--- config.mk ---
export PLATFORM = sky130hd
export DESIGN_NAME = ex_mem_pipe
export DESIGN_NICKNAME = d
export VERILOG_FILES = /design/src/rtl/ex_mem_pipe.sv
export SDC_FILE = /design/constraint.sdc
export NUM_CORES = 1
export LEC_CHECK = 0
export ABC_AREA = 1
export CORE_ASPECT_RATIO = 0.7
export CORE_MARGIN = 2
export CORE_UTILIZATION = 45
export DETAILED_ROUTE_END_ITERATION = 6
export GPL_TIMING_DRIVEN = 0
export PLACE_DENSITY = 0.83
export SYNTH_ARGS = -nofsm -noshare
export SYNTH_HDL_FRONTEND = slang
export SYNTH_SLANG_ARGS = --single-unit
--- constraint.sdc ---
create_clock -name clk_i -period 2.8 [get_ports clk_i]
set_input_delay 0.56 -clock clk_i [delete_from_list [all_inputs] [get_ports clk_i]]
set_output_delay 0.56 -clock clk_i [all_outputs]
set_load 0.02 [all_outputs]
--- src/rtl/ex_mem_pipe.sv ---
// EX/MEM pipeline register with valid/ready flow control, flush and a saturating stall counter.
// Define EX_MEM_PIPE_SKID_EN to add a one-entry skid buffer and a registered ready_o.
module ex_mem_pipe #(
    parameter int DATA_W = 32,
    parameter int CTRL_W = 5,
    parameter int RD_W   = 5,
    parameter int CNT_W  = 16
) (
    input  logic              clk_i,
    input  logic              rst_n_i,
    input  logic              valid_i,
    output logic              ready_o,
    input  logic              flush_i,
    input  logic [DATA_W-1:0] alu_result_i,
    input  logic [DATA_W-1:0] rs2_data_i,
    input  logic [DATA_W-1:0] pc_branch_i,
    input  logic              zero_i,
    input  logic [CTRL_W-1:0] ctrl_i,
    input  logic [RD_W-1:0]   rd_addr_i,
    output logic              valid_o,
    input  logic              ready_i,
    output logic [DATA_W-1:0] alu_result_o,
    output logic [DATA_W-1:0] rs2_data_o,
    output logic [DATA_W-1:0] pc_branch_o,
    output logic              zero_o,
    output logic [CTRL_W-1:0] ctrl_o,
    output logic [RD_W-1:0]   rd_addr_o,
    output logic              branch_taken_o,
    output logic [CNT_W-1:0]  stall_cnt_o
);

    // Handshake: a beat moves on a rising edge when valid and ready are both high
    // on that side; valid never depends on ready, and flush_i overrides both sides.

    localparam int CTRL_LSB = RD_W;
    localparam int ZERO_BIT = RD_W + CTRL_W;
    localparam int PC_LSB   = ZERO_BIT + 1;
    localparam int RS2_LSB  = PC_LSB + DATA_W;
    localparam int ALU_LSB  = RS2_LSB + DATA_W;
    localparam int BEAT_W   = ALU_LSB + DATA_W;

    logic [BEAT_W-1:0] beat_in;
    logic [BEAT_W-1:0] out_q, out_d;
    logic              valid_q, valid_d;
    logic [CNT_W-1:0]  stall_cnt_q, stall_cnt_d;
    logic              xfer_in;
    logic              out_free;

    assign beat_in  = {alu_result_i, rs2_data_i, pc_branch_i, zero_i, ctrl_i, rd_addr_i};
    assign out_free = ~valid_q | ready_i;
    assign xfer_in  = valid_i & ready_o & ~flush_i;

`ifdef EX_MEM_PIPE_SKID_EN
    logic [BEAT_W-1:0] skid_q, skid_d;
    logic              skid_full_q, skid_full_d;
    logic              ready_q, ready_d;

    assign ready_o = ready_q;

    always_comb begin
        out_d       = out_q;
        valid_d     = valid_q;
        skid_d      = skid_q;
        skid_full_d = skid_full_q;
        if (flush_i) begin
            valid_d                       = 1'b0;
            out_d[CTRL_LSB +: CTRL_W]     = '0;
            skid_full_d                   = 1'b0;
        end else if (out_free) begin
            // The skid beat is older than anything arriving now, so it goes first.
            if (skid_full_q) begin
                out_d       = skid_q;
                valid_d     = 1'b1;
                skid_full_d = xfer_in;
                if (xfer_in) skid_d = beat_in;
            end else if (xfer_in) begin
                out_d   = beat_in;
                valid_d = 1'b1;
            end else begin
                valid_d                   = 1'b0;
                out_d[CTRL_LSB +: CTRL_W] = '0;
            end
        end else if (xfer_in) begin
            skid_d      = beat_in;
            skid_full_d = 1'b1;
        end
        ready_d = ~skid_full_d;
    end

    always_ff @(posedge clk_i or negedge rst_n_i) begin
        if (!rst_n_i) begin
            skid_q      <= '0;
            skid_full_q <= 1'b0;
            ready_q     <= 1'b1;
        end else begin
            skid_q      <= skid_d;
            skid_full_q <= skid_full_d;
            ready_q     <= ready_d;
        end
    end
`else
    assign ready_o = ready_i | ~valid_q;

    always_comb begin
        out_d   = out_q;
        valid_d = valid_q;
        if (flush_i) begin
            valid_d                   = 1'b0;
            out_d[CTRL_LSB +: CTRL_W] = '0;
        end else if (xfer_in) begin
            out_d   = beat_in;
            valid_d = 1'b1;
        end else if (out_free) begin
            valid_d                   = 1'b0;
            out_d[CTRL_LSB +: CTRL_W] = '0;
        end
    end
`endif

    // Saturates at all-ones; flush does not clear it.
    always_comb begin
        stall_cnt_d = stall_cnt_q;
        if (valid_q && !ready_i && !(&stall_cnt_q)) stall_cnt_d = stall_cnt_q + CNT_W'(1);
    end

    always_ff @(posedge clk_i or negedge rst_n_i) begin
        if (!rst_n_i) begin
            out_q       <= '0;
            valid_q     <= 1'b0;
            stall_cnt_q <= '0;
        end else begin
            out_q       <= out_d;
            valid_q     <= valid_d;
            stall_cnt_q <= stall_cnt_d;
        end
    end

    assign valid_o        = valid_q;
    assign alu_result_o   = out_q[ALU_LSB +: DATA_W];
    assign rs2_data_o     = out_q[RS2_LSB +: DATA_W];
    assign pc_branch_o    = out_q[PC_LSB +: DATA_W];
    assign zero_o         = out_q[ZERO_BIT];
    assign ctrl_o         = out_q[CTRL_LSB +: CTRL_W];
    assign rd_addr_o      = out_q[RD_W-1:0];
    assign branch_taken_o = valid_q & ctrl_o[CTRL_W-1] & zero_o;
    assign stall_cnt_o    = stall_cnt_q;

endmodule

==> After elaboration in Yosys (flattened, before gate mapping) <==
Index checks and enable logic that the tools add are counted.
{ "totals": {"mem_count": 0, "latch_bits": 0, "output_inout_bits": 126, "wordCells": 25, "mem_bits_ro": 0, "reg_bits": 124, "input_bits": 112, "ramBits": 0} }
{ "classes": {"n_mux": 6, "eq_ne": 0, "multipliers": 0, "shift": 0, "div_mod_pow": 0, "order_cmp": 0, "reduce_logical": 7, "n_bitwise": 7, "add_sub_neg": 1} }
{ "ops": {"columns": ["cell", "n"], "rows": [
  ["$add A16 B1 Y16 const B", 1],
  ["$reduce_and A16 Y1", 1],
  ["$mux W5", 3],
  ["$and A1 B1 Y1", 4],
  ["$mux W1", 3],
  ["$reduce_bool A3 Y1", 1],
  ["$logic_and A1 B1 Y1", 2],
  ["$logic_not A1 Y1", 2],
  ["$not A1 Y1", 2],
  ["$reduce_and A2 Y1", 1],
  ["$or A1 B1 Y1", 1]
]} }

==> Longest topological paths before layout <==
{ "depth": {"word_depth": 6, "ltp_mapped": 9} }

==> Worst setup path before layout <==
Ideal clock, no wire load.
{ "synth_timing": {"kind": "register to register", "start": "reg stall_cnt_q[0], in the netlist stall_cnt_o[0]", "end": "reg stall_cnt_q[11], in the netlist stall_cnt_o[11]", "setup_time_ps": 118, "synth_period_minus_slack_ps": 1562, "path_slack_ps": 1238, "n_path_buf": 1, "stages_incl_launch_ff": 10, "required_ps": 2682, "t_arrival_ps": 1444, "path_cell_list": "dfrtp_1 -> ha_1 -> inv_1 -> nor2_1 -> nand2_2 -> nor2_2 -> nor2_1 -> buf_6 -> nand2_2 -> o21ai_2"} }
{ "synth_via": {"elab_chain_len": 3, "word_cells_on_any_way": 4, "classes_between": "1 x add/sub; 3 x reduce/logical"} }
{ "synth_lines": {"columns": ["element", "line", "rtl"], "rows": [
  ["from (decl)", "45", "logic [CNT_W-1:0] stall_cnt_q, stall_cnt_d;"],
  ["from (signal assigned)", "134", "stall_cnt_q <= stall_cnt_d;"],
  ["parallel branches: the longest is 3 deep, another holds $add A16 B1 Y16", null, null]
]} }
Several ways; the timed one is not identified.
A chain may end at the register's enable or synchronous reset.

==> Worst setup path after layout <==
{ "layout_timing": {"start": "in ready_i", "end": "out ready_o"} }
{ "layout_via": {"elab_chain_len": 1} }
{ "layout_lines": {"columns": ["element", "line", "rtl"], "rows": [
  ["from (decl)", "21", "input logic ready_i,"],
  ["$or A1 B1 Y1", "102", "assign ready_o = ready_i | ~valid_q;"],
  ["to (decl)", "12", "output logic ready_o,"]
]} }
No other way between the ends.

==> results.yml <==
status:
  status: "finished clean"
sta:
  relSlewSlack_pct: 67.77
  hold_viol: 0
  fin_ws_ns: 0.3263
  min_period_ns: 2.474
  tightest_slew_ns: 0.4834
  max_freq_mhz: 404.3
  rsz0062_at_grt: "no"
  setup_viol_count_final: 0
  setup_tns_ns: 0
  finalMaxSlewViolations: 0
  fin_crit_sh_pct: 88.35
  skew_ns: 0.008546
clock_tree:
  clock-root-buffer: "clkbuf_16"
  clock_sinks: 124
  cts_made_buffers: 17
  htree_levels: 4
  worstSkewPairLatency_ns: 0.40
  cts_tree: "done"
  path_clk_slew_ns: 0.06
  hold_buffers: 0
  post-cts-setup-buffers: 0
  clockBufferDepth: 2
  cts-resized-gates: 0
worst_setup_path:
  critPathKind: "in -> out"
  crit_top_cell: "clkdlybuf4s50_1"
  critPathArrivalTime_ns: 1.91
  crit_path_end_kind: "primary output"
  worstSetupStartpointType: "input pin"
  worstPathRequired_ns: 2.24
  slowest_stage: "clkdlybuf4s50_1"
  crit_chain: "clkdlybuf4s50_1 > nor2_8 > inv_4 > clkdlybuf4s50_1"
  max_stage_delay_ns: 0.61
  crit_fanout: 9
floorplanning:
  start_util_pct: 46.00
  dieArea_sq_um: 12810
  die_h_um: 95.28
  coreArea_sq_um: 11640
  die_x_um: 134.4
  ioPinCount: 238
  rows: 33
logic_synthesis:
  synth_seq_area_share_pct: 57.93
  ys_types: 26
  syn_area_sq_um: 5356
  synth_fp_nets: 713
  synthCells: 600
  ys_warn_count: 0
  syn-mean-instance-area_sq_um: 8.927
  ys_ff_latch: 124
power_and_ir_drop:
  irDropWorstVdd_mv: 0.4271
  p_leak_nw: 4.115
  p_per_area_nw_per_um2: 691.3
global_routing:
  grt_pass1_wl_um: 24380
  grtUsageTotal_pct: 24.80
  grt_pass1_vias: 4972
  antenna_found_initial: 0
  grt_overflow: 0
  grt_max_degree: 97
hold_path:
  hold_class: "in -> async"
placement:
  place_ws_ns: 0.3253
  place_congestion: 0.8285
  place_inst: 995
  dp_hpwl_um: 11390
  port_buffers: 237
final_layout:
  fillers: 813
  drive_gt1_share_pct: 9.540
  final_nets: 970
  antenna_cells: 0
  layoutNonFillerInstCount: 1027
  syn_to_final_growth_pct: 59.17
detailed_routing:
  antenna_left: 0
  dr_total_vias: 4871
  drt-pass1-iter-count: 6
  routed_via_density: 4.743
  wirelength_um: 15310
  wl_per_cell_um: 14.91
  drc_errors: 0
  drt_iter0_drc: 256
job:
  max_cap_viol_count: 0
cell families after synthesis:
family                     synth area share (%)
and+or+nand+nor                           16.56
xor gates and xnor gates                 0.6542
adders and majority gates                0.2336
AOI/OAI and AO/OA                         11.17
DFF                                       57.93
buffers and inverters                     13.45
state kept, by name, indices dropped and copies added, names as in the netlist:
signal       count
out_q          107
stall_cnt_o     16
valid_o          1
critical path, delay by kind of cell:
| kind | cells | cell delay, ns |
|---|---|---|
| buf+inv | 3 | 1.27 |
| simple gates | 1 | 0.09 |
routing by layer:
metal	global-route usage, %	wire, um	up-vias
li1	-	-	2338
met2	42.26	7524	216
met5	0	0	-
met3	8.134	1391	31
met1	29.10	6040	2286
met4	10.88	355	0
cells in the final DEF, fill, tap and decap left out, types with 2 or more instances in the layout:
| master | instances |
|---|---|
| o21ai_2 | 7 |
| dfrtp_1 | 124 |
| buf_6 | 19 |
| nand3_1 | 10 |
| clkinv_2 | 2 |
| clkinv_4 | 2 |
| nand2_2 | 8 |
| nor2_2 | 4 |
| o21ai_0 | 3 |
| buf_4 | 5 |
| xnor2_1 | 3 |
| o21ai_1 | 103 |
| clkdlybuf4s50_1 | 236 |
| clkbuf_8 | 2 |
| clkinvlp_4 | 7 |
| nand4_1 | 6 |
| nand2_1 | 159 |
| clkbuf_16 | 17 |
| nor2_4 | 2 |
| nor2_1 | 13 |
| inv_1 | 124 |
synth_stat cells (all sizes together):
cell type,count,area (sq um)
nand2,167,646.9
inv,126,475.5
dfrtp,124,3103
o21ai,113,591.8
buf,24,245.2
nor2,20,116.4
nand3,11,67.57
nand4,6,37.54
xnor2,3,26.28
and2,1,6.260
ha,1,12.51
nand3b,1,7.510
nor3,1,5.000
o22ai,1,6.260
xor2,1,8.760
worst paths after layout:
| path | endpoint | slack [ns] | cells after the start | startpoint |
|---|---|---|---|---|
| hold reg to reg | out_q[3]$_DFFE_PN0P_ | 0.49 | 2 | out_q[3]$_DFFE_PN0P_ |
| min in group clk_i | out_q[3]$_DFFE_PN0P_ | 0.49 | 2 | out_q[3]$_DFFE_PN0P_ |
| setup reg to reg | stall_cnt_o[11]$_DFFE_PN0P_ | 1.19 | 9 | stall_cnt_o[0]$_DFFE_PN0P_ |
| setup / recovery | ready_o | 0.33 | 4 | ready_i |
| hold / removal | out_q[81]$_DFFE_PN0P_ | 0.02 | 1 | rst_n_i |
| max in group asynchronous | out_q[57]$_DFFE_PN0P_ | 2.02 | 2 | rst_n_i |
metrics by stage:
| stage | instance area (sq um) | util (%) | hold slack (ns) | total power [mW] |
|---|---|---|---|---|
| floorplan | 5356 | - | 0.2644 | 2.953 |
| global placement | 7925 | 68.06 | 0.4710 | 3.788 |
| detailed placement | 7954 | 68.31 | 0.4473 | 3.844 |
| CTS | 8526 | 73.22 | 0.01115 | 5.946 |
| global route | 8526 | 73.22 | 0.02097 | 6.175 |
| finish | 8526 | 73.22 | 0.01892 | 5.894 |
power by group:
| part | total (mW) | internal [mW] | switching [mW] |
|---|---|---|---|
| Combinational | 1.57 | 0.772 | 0.794 |
| Sequential | 2.24 | 2.06 | 0.185 |
| Clock | 2.08 | 1.27 | 0.817 |
layout make-up:
| cell class | count | area, sq um | area share, % |
|---|---|---|---|
| sequential | 124 | 3103 | 36.40 |
| timing repair buffer | 238 | 2401 | 28.16 |
| multi-input combinational | 326 | 1533 | 17.98 |
| inverter | 126 | 475.5 | 5.577 |
| clock buffer | 19 | 452.9 | 5.313 |
| buffer | 24 | 245.2 | 2.876 |
| tap | 157 | 196.4 | 2.304 |
| clock inverter | 13 | 118.9 | 1.394 |
Power figures use the tool's default switching activity.
